===== src/rtl/uart_tx_queue_if.sv =====
// Write-side valid/ready handshake for the UART transmit queue.
// The master produces characters; the slave (queue) accepts them when wr_ready is high.
interface uart_tx_queue_if #(
    parameter int unsigned DATA_W = 7
);
    logic              wr_valid;
    logic              wr_ready;
    logic [DATA_W-1:0] wr_data;

    modport master (
        output wr_valid,
        output wr_data,
        input  wr_ready
    );

    modport slave (
        input  wr_valid,
        input  wr_data,
        output wr_ready
    );
endinterface


===== src/rtl/uart_tx_queue.sv =====
// FIFO feeder for a UART transmitter: pops one character per frame and paces tx_start pulses.
// Optional synchronous queue flush is enabled with the UART_TXQ_FLUSH_EN macro.
module uart_tx_queue #(
    parameter int unsigned DATA_W       = 7,
    parameter int unsigned DEPTH        = 8,
    parameter int unsigned FRAME_CYCLES = 8,
    parameter int unsigned GAP_CYCLES   = 1
) (
    input  logic                   clk,
    input  logic                   rst_n,
    uart_tx_queue_if.slave         wr,
    output logic                   tx_start,
    output logic [DATA_W-1:0]      tx_data,
    output logic                   tx_busy,
    output logic [$clog2(DEPTH):0] level
`ifdef UART_TXQ_FLUSH_EN
    ,
    input  logic                   flush
`endif
);

    localparam int unsigned PtrW   = $clog2(DEPTH);
    localparam int unsigned LvlW   = PtrW + 1;
    localparam int unsigned Period = FRAME_CYCLES + GAP_CYCLES;
    localparam int unsigned TimerW = $clog2(Period + 1);

    typedef enum logic [1:0] {StIdle, StStart, StWait} state_e;

    state_e              state_q, state_d;
    logic [PtrW-1:0]     rd_ptr_q, rd_ptr_d;
    logic [PtrW-1:0]     wr_ptr_q, wr_ptr_d;
    logic [LvlW-1:0]     level_q, level_d;
    logic [TimerW-1:0]   timer_q, timer_d;
    logic                tx_start_q, tx_start_d;
    logic [DATA_W-1:0]   tx_data_q, tx_data_d;
    logic [DATA_W-1:0]   mem_q [DEPTH];

    logic flush_w;
    logic push;
    logic pop;

`ifdef UART_TXQ_FLUSH_EN
    assign flush_w = flush;
`else
    assign flush_w = 1'b0;
`endif

    // Readiness depends on the registered level only, so a same-cycle pop never frees a full slot.
    assign wr.wr_ready = (level_q != LvlW'(DEPTH));
    assign push        = wr.wr_valid && wr.wr_ready && !flush_w;
    assign pop         = (state_q == StIdle) && (level_q != '0) && !flush_w;

    always_comb begin
        wr_ptr_d = wr_ptr_q;
        level_d  = level_q;
        if (push) begin
            wr_ptr_d = wr_ptr_q + PtrW'(1);
        end
        if (flush_w) begin
            wr_ptr_d = '0;
            level_d  = '0;
        end else if (push && !pop) begin
            level_d = level_q + LvlW'(1);
        end else if (pop && !push) begin
            level_d = level_q - LvlW'(1);
        end
    end

    always_comb begin
        state_d    = state_q;
        rd_ptr_d   = rd_ptr_q;
        timer_d    = timer_q;
        tx_start_d = 1'b0;
        tx_data_d  = tx_data_q;
        unique case (state_q)
            StIdle: begin
                if (pop) begin
                    tx_data_d = mem_q[rd_ptr_q];
                    rd_ptr_d  = rd_ptr_q + PtrW'(1);
                    state_d   = StStart;
                end
            end
            StStart: begin
                tx_start_d = 1'b1;
                timer_d    = TimerW'(Period - 1);
                state_d    = StWait;
            end
            StWait: begin
                if (timer_q == '0) begin
                    state_d = StIdle;
                end else begin
                    timer_d = timer_q - TimerW'(1);
                end
            end
            default: state_d = StIdle;
        endcase
        if (flush_w) begin
            rd_ptr_d = '0;
        end
    end

    always_ff @(posedge clk or negedge rst_n) begin
        if (!rst_n) begin
            state_q    <= StIdle;
            rd_ptr_q   <= '0;
            wr_ptr_q   <= '0;
            level_q    <= '0;
            timer_q    <= '0;
            tx_start_q <= 1'b0;
            tx_data_q  <= '0;
        end else begin
            state_q    <= state_d;
            rd_ptr_q   <= rd_ptr_d;
            wr_ptr_q   <= wr_ptr_d;
            level_q    <= level_d;
            timer_q    <= timer_d;
            tx_start_q <= tx_start_d;
            tx_data_q  <= tx_data_d;
        end
    end

    // Storage needs no reset: entries are only read after being written.
    always_ff @(posedge clk) begin
        if (push) begin
            mem_q[wr_ptr_q] <= wr.wr_data;
        end
    end

    assign tx_start = tx_start_q;
    assign tx_data  = tx_data_q;
    assign tx_busy  = (state_q != StIdle);
    assign level    = level_q;

endmodule


===== src/flat_wrapper.sv =====
// flat-port wrapper written by rule: the top's interface ports become plain ports
module uart_tx_queue_flat 
#(
    parameter int unsigned DATA_W       = 7,
    parameter int unsigned DEPTH        = 8,
    parameter int unsigned FRAME_CYCLES = 8,
    parameter int unsigned GAP_CYCLES   = 1
)
  (clk, rst_n, tx_start, tx_data, tx_busy, level, wr_wr_valid, wr_wr_data, wr_wr_ready);
  uart_tx_queue_if #(.DATA_W(DATA_W)) wr_i ();
  input  logic clk;
  input  logic rst_n;
  output logic tx_start;
  output logic [DATA_W-1:0] tx_data;
  output logic tx_busy;
  output logic [$clog2(DEPTH):0] level;
  input wire logic [$bits(wr_i.wr_valid)-1:0] wr_wr_valid;
  input wire logic [$bits(wr_i.wr_data)-1:0] wr_wr_data;
  output wire logic [$bits(wr_i.wr_ready)-1:0] wr_wr_ready;
  assign wr_i.wr_valid = wr_wr_valid;
  assign wr_i.wr_data = wr_wr_data;
  assign wr_wr_ready = wr_i.wr_ready;
  uart_tx_queue #(.DATA_W(DATA_W), .DEPTH(DEPTH), .FRAME_CYCLES(FRAME_CYCLES), .GAP_CYCLES(GAP_CYCLES)) u_core (.clk(clk), .rst_n(rst_n), .wr(wr_i), .tx_start(tx_start), .tx_data(tx_data), .tx_busy(tx_busy), .level(level));
endmodule

===== config.mk =====
export PLATFORM = sky130hd
export DESIGN_NAME = uart_tx_queue_flat
export DESIGN_NICKNAME = d
export VERILOG_FILES = /design/src/rtl/uart_tx_queue_if.sv /design/src/rtl/uart_tx_queue.sv /design/src/flat_wrapper.sv
export SDC_FILE = /design/constraint.sdc
export NUM_CORES = 1
export LEC_CHECK = 0
export ABC_CLOCK_PERIOD_IN_PS = 4100
export CORE_UTILIZATION = 55
export CTS_CLUSTER_DIAMETER = 50
export DETAILED_ROUTE_END_ITERATION = 7
export PLACE_DENSITY = 0.74
export SYNTH_ARGS = -nofsm -noshare
export SYNTH_HDL_FRONTEND = slang
export SYNTH_SLANG_ARGS = --single-unit

===== constraint.sdc =====
create_clock -name clk -period 4.1 [get_ports clk]
set_input_delay 0.82 -clock clk [delete_from_list [all_inputs] [get_ports clk]]
set_output_delay 0.82 -clock clk [all_outputs]
set_load 0.05 [all_outputs]

### After elaboration in Yosys (flattened, before gate mapping)

Memories as Yosys holds them, arrays and structs flattened. A register that Yosys moved wholly into a read port is not among the register bits.
Cells that the tools add are included.

| storage, ports and cells | value |
|---|---|
| bits in writable memories | 56 |
| memories | 1 |
| bits in registers | 17 |
| output and inout bits | 14 |
| word-level logic and storage cells | 44 |

| cells by class | value |
|---|---|
| $add $sub $neg | 5 |
| reduce and logical (&&, ||, !) cells | 16 |
| eq/ne operators | 6 |
| multiplexer cells | 10 |

Memories:

| memory | words | width | read ports | clocked after Yosys merged registers in | wr ports | line | source |
|---|---|---|---|---|---|---|---|
| u_core.mem_q | 8 | 7 | 1 | 1 | 1 | uart_tx_queue.sv:36 | `logic [DATA_W-1:0] mem_q [DEPTH];` |

Operator list:

| operator | count |
|---|---|
| $mux 4 | 3 |
| $pmux 4 s2 | 1 |
| $sub 4x1->4 const B | 2 |
| $add 3x1->3 const B | 2 |
| $pmux 2 s3 | 1 |
| $reduce_and 2->1 | 3 |
| $reduce_bool 2->1 | 3 |
| $add 4x1->4 const B | 1 |
| $logic_and 1x1->1 | 4 |
| $logic_not 4->1 | 1 |
| $mux 2 | 2 |
| $ne 2x1->1 const B | 2 |
| $ne 4x4->1 const B | 1 |
| $reduce_bool 4->1 | 1 |
| $logic_not 1->1 | 3 |
| $mux 1 | 3 |
| $eq 2x1->1 const B | 1 |
| $eq 2x2->1 const B | 1 |
| $logic_not 2->1 | 1 |
| $ne 2x2->1 const B | 1 |

### Logic depth before layout (Yosys ltp)

| logic depth | value |
|---|---|
| depth in word-level cells | 6 |
| depth in mapped cells | 12 |

### Worst setup path before layout

OpenSTA, ideal clock, no wires.

| timing | value |
|---|---|
| kind | register to register |
| start point | reg u_core.level_q[0], in the netlist u_core.level[0] |
| end point | reg u_core.level_q[3], in the netlist u_core.level[3] |
| path buffers | 0 |
| arrival | 2826 ps |
| period minus slack after synthesis | 2962 ps |
| library setup time | 136 ps |
| data required time | 3964 ps |
| setup slack | 1138 ps |
| cell stages (with the launch flop) | 11 |
| cells stage by stage | dfrtp_1 > nor3_1 > nand2_1 > nand2_2 > inv_2 > ha_1 > inv_1 > ha_1 > a21o_1 > a2111oi_0 > o31ai_1 |

| between the ends | value |
|---|---|
| cells in the longest elaborated chain, start to end | 5 |
| elaborated cells on any way between the ends | 13 |
| classes of those cells | add/sub: 2; eq/ne: 1; mux: 2; reduce/logical: 8 |

Ends and longest elaborated chain:

| what | line | source |
|---|---|---|
| from (decl) | uart_tx_queue.sv:32 | `logic [LvlW-1:0] level_q, level_d;` |
| from (signal assigned) | uart_tx_queue.sv:115 | `level_q <= level_d;` |
| $ne 4x4->1 * | uart_tx_queue.sv:49 | `assign wr.wr_ready = (level_q != LvlW'(DEPTH));` |
| net wr_wr_ready | flat_wrapper.sv:19 | `output wire logic [$bits(wr_i.wr_ready)-1:0] wr_wr_ready;` |
| $logic_and 1x1->1 * | uart_tx_queue.sv:50 | `assign push = wr.wr_valid && wr.wr_ready && !flush_w;` |
| net u_core.push | uart_tx_queue.sv:39 | `logic push;` |
| $logic_not 1->1 | uart_tx_queue.sv:64 | `end else if (pop && !push) begin` |
| $logic_and 1x1->1 | uart_tx_queue.sv:64 |  |
| $reduce_bool 2->1 (no source line) | -- |  |

Mark *: on every way through the listed nets, which the timed path passes. The rest lies on a longest branch. The select of a mux whose other input is x is not followed.
A chain may end at the register's enable or synchronous reset.

### Worst setup path in the final report

| timing | value |
|---|---|
| start point | reg u_core.state_q[1] |
| end point | out tx_busy |

| between the ends | value |
|---|---|
| cells in the longest elaborated chain, start to end | 1 |

Ends and longest elaborated chain:

| what | line | source |
|---|---|---|
| from (decl) | uart_tx_queue.sv:29 | `state_e state_q, state_d;` |
| from (signal assigned) | uart_tx_queue.sv:104 | `state_q <= StIdle;` |
| from (signal assigned) | uart_tx_queue.sv:112 | `state_q <= state_d;` |
| $reduce_bool 2->1 | uart_tx_queue.sv:131 | `assign tx_busy = (state_q != StIdle);` |
| to (decl) | flat_wrapper.sv:15 | `output logic tx_busy;` |

Every way passes these cells.

==> results.yml <==
grt:
  grt_max_degree: 31
  grt_pass1_vias: 1861
  grt_pass1_wl_mm: 9.46
  antenna_found_initial: 0
  grt-ovfl-total: 0
  grtUsageTotal_pct: 21.2
pwr:
  p_leak_nw: 1.48
  power_switching_mw: 1.22
  internal-power_mw: 1.93
  powerDensity_nw_per_um2: 817
  pwr-share-clk_pct: 19.1
  ir_drop_uv: 642
  swShare_pct: 38.9
  power_frac_comb_pct: 42.1
  seqPwrFrac_pct: 38.7
route:
  via_per_inst: 5.65
  drtAntennaViolNets: 0
  drc: 0
  routedWlPerCell_um: 17.1
  vias: 1893
  drtIter0Drc: 151
  first_pass_iters: 4
  drt-total-wl_mm: 5.72
yosys:
  syn_area_per_cell_um2: 14.8
  ys_types: 36
  syn_inst: 226
  yosysWarnings: 0
  yosysSeqAreaShare_pct: 68.4
  ys_seq_elements: 80
  synth_area_um2: 3330
  synth_nets: 243
clock_tree:
  cts_resized: 0
  clock_sinks: 80
  post_cts_buffers: 0
  cts_tree: "yes"
  insertion_delay_ns: 0.34
  cts-root-buf: "clkbuf_8"
  clk_pin_slew_ns: 0.08
  numCtsBuffers: 9
  hold_buffers: 0
  clock_path_buffers: 2
  cts-htree-levels: 3
final_layout:
  syn_to_final_growth_pct: 15.7
  nets: 275
  drive_above_1_share_pct: 9.89
  final-seq-area_um2: 2280
  multi_input_comb_area_um2: 975
  fillers: 400
  fin_util_pct: 68.0
  num_antenna_cells: 0
sta:
  relSlewSlack_pct: 28.6
  worst_pin_slew_ns: 1.07
  setup_tns_ns: 0
  slew_viol_final: 0
  rsz0062_at_grt: "no"
  timing.final.crit_share_pct: 69.7
  setup_violations: 0
  final.setup_skew_ns: 0.0101
  final-hold-violation-count: 0
  fin_crit_ns: 2.86
  clock.fmax_mhz: 350
status:
  status: "completed"
die:
  ioPinCount: 24
  die_w_um: 79.9
  die_area_um2: 6380
  rows: 27
  initial_core_util_pct: 58.8
  die-height_um: 79.9
  coreArea_um2: 5680
setup_path:
  cp_max_fo: 9
  end_kind: "output pin"
  regToRegStartpoint: "u_core.state_q[0]"
  critPathKind: "reg -> out"
  ff2ff_setup_slack_ns: 1.29
  crit_required_ns: 3.28
  reg2reg_depth: 9
  worst_setup_path_start_kind: "register"
  crit_arrival_ns: 2.04
  rr_endpoint: "u_core.level[3]"
min_path:
  hold_path_depth: 2
  hp-start: "u_core.tx_data[6]"
  hold_class: "reg -> reg"
  whs_endpoint: "u_core.tx_data[6]"
placement:
  place_congestion: 0.845
  dp_hpwl_mm: 3.66
  numPortBuffers: 23
run:
  drv_cap: 0
## registers in the layout, indices dropped and copies added (netlist names)
| signal | flops |
|---|---|
| u_core.mem_q | 56 |
| u_core.rd_ptr_q | 3 |
| u_core.tx_start | 1 |
| u_core.tx_data | 7 |
| u_core.state_q | 2 |
| u_core.wr_ptr_q | 3 |
| u_core.timer_q | 4 |
| u_core.level | 4 |
## worst max-delay path, stage by stage, from the launching register on
cell and delay, ns:
dfrtp_1 0.37, or2_0 0.42, clkdlybuf4s50_1 0.91
## through the flow
stage | worst slack (ns) | instance area (um2) | power, mW | hold slack (ns) | cells
4_1_cts | 1.23 | 3860 | 3.16 | 0.517 | 335
3_3_place_gp | 1.19 | 3650 | 2.53 | 0.506 | 319
3_5_place_dp | 1.09 | 3650 | 2.56 | 0.505 | 319
2_1_floorplan | 1.14 | 3330 | 2.21 | 0.470 | 226
6_report | 1.24 | 3860 | 3.15 | 0.512 | 335
5_1_grt | 1.06 | 3860 | 3.34 | 0.547 | 335
## placed cells by master, fill, tap and decap left out, drive strengths merged
| cell | count |
|---|---|
| a21o | 2 |
| ha | 6 |
| nand2b | 4 |
| nor2 | 6 |
| dfrtp | 24 |
| clkinv | 4 |
| bufinv | 2 |
| nand3 | 9 |
| edfxtp | 56 |
| o21ai | 12 |
| a2111oi | 1 |
| or3 | 1 |
| or3b | 1 |
| o31ai | 2 |
| and2 | 1 |
| clkdlybuf4s50 | 23 |
| inv | 8 |
| fa | 1 |
| nor3 | 9 |
| nor2b | 2 |
| a22oi | 14 |
| xor2 | 2 |
| or2 | 1 |
| nor4 | 2 |
| clkbuf | 9 |
| buf | 6 |
| mux2 | 3 |
| o211ai | 1 |
| xnor2 | 4 |
| nand2 | 17 |
| a21oi | 1 |
| mux2i | 29 |
## layer usage
metal | vias up | GRT usage (%) | share of wire, % | routed length (um)
met1 | 921 | 29.9 | 47 | 2710
li1 | 916 | - | - | -
met2 | 45 | 30.5 | 46 | 2600
met4 | 0 | 10.2 | 2.4 | 140
met3 | 11 | 5.83 | 4.6 | 261
met5 | - | 0 | 0 | 0
## kinds of logic after synthesis
group                    count (synthesis)  share of synthesized area [%]
adder cells (fa/ha/maj)                  7                           2.85
buffers and inverters                   15                           2.33
multiplexers                            32                           9.94
AO/OA/AOI/OAI                           33                           6.49
XOR/XNOR                                 6                           1.58
AND/OR/NAND/NOR                         53                           8.37
flip-flops                              80                           68.4
## synthesized netlist by cell type
library cell,count,area [um2]
nor2b_1,2,12.5
mux2_4,2,30.0
inv_1,6,22.5
mux2i_1,29,290
nand3_1,9,45.0
edfxtp_1,56,1680
buf_2,2,10.0
o211ai_1,1,7.51
nand2_2,1,6.26
o21ai_0,12,60.1
nor2_4,1,11.3
mux2_2,1,11.3
a22oi_1,14,105
or3b_1,1,8.76
ha_1,6,75.1
o31ai_1,2,15.0
dfrtp_1,24,601
and2_1,1,6.26
nand2_1,16,60.1
fa_1,1,20.0
xor2_1,2,17.5
inv_2,1,3.75
xnor2_1,4,35.0
or3_1,1,6.26
buf_6,2,22.5
clkbuf_1,3,11.3
buf_4,1,7.51
a21oi_1,1,5.00
nor4_4,1,21.3
nor2_1,5,18.8
nand2b_1,4,25.0
a21o_1,2,15.0
a2111oi_0,1,8.76
nor3_1,9,45.0
or2_0,1,6.26
nor4_1,1,6.26
## worst max-delay path by stage
stage	start	to	depth (start not counted)
after global routing	u_core.state_q[0]	u_core.level[3]	9
final	u_core.state_q[1]	tx_busy	2
after detailed placement	wr_wr_valid	u_core.level[3]	9
after floorplan	u_core.level[0]	u_core.level[3]	10
after CTS	u_core.state_q[0]	tx_busy	2
after global placement	wr_wr_valid	u_core.level[3]	9
## area by class of cell
cell class	count	area share, %
flip-flops and latches	80	59.2
multi-input cells	131	25.3
repair buffers	29	7.14
clock buffers	9	3.21
well taps	72	2.34
clock inverters	7	2.21
inverters	7	0.681
## power groups by stage
stage | logic, mW | clock network [mW] | registers (mW)
2_1_floorplan | 0.792 | 0 | 1.42
3_3_place_gp | 1.30 | 0 | 1.23
6_report | 1.33 | 0.603 | 1.22
3_5_place_dp | 1.32 | 0 | 1.24
5_1_grt | 1.44 | 0.645 | 1.25
4_1_cts | 1.33 | 0.614 | 1.22
(Power assumes the default switching activity.)
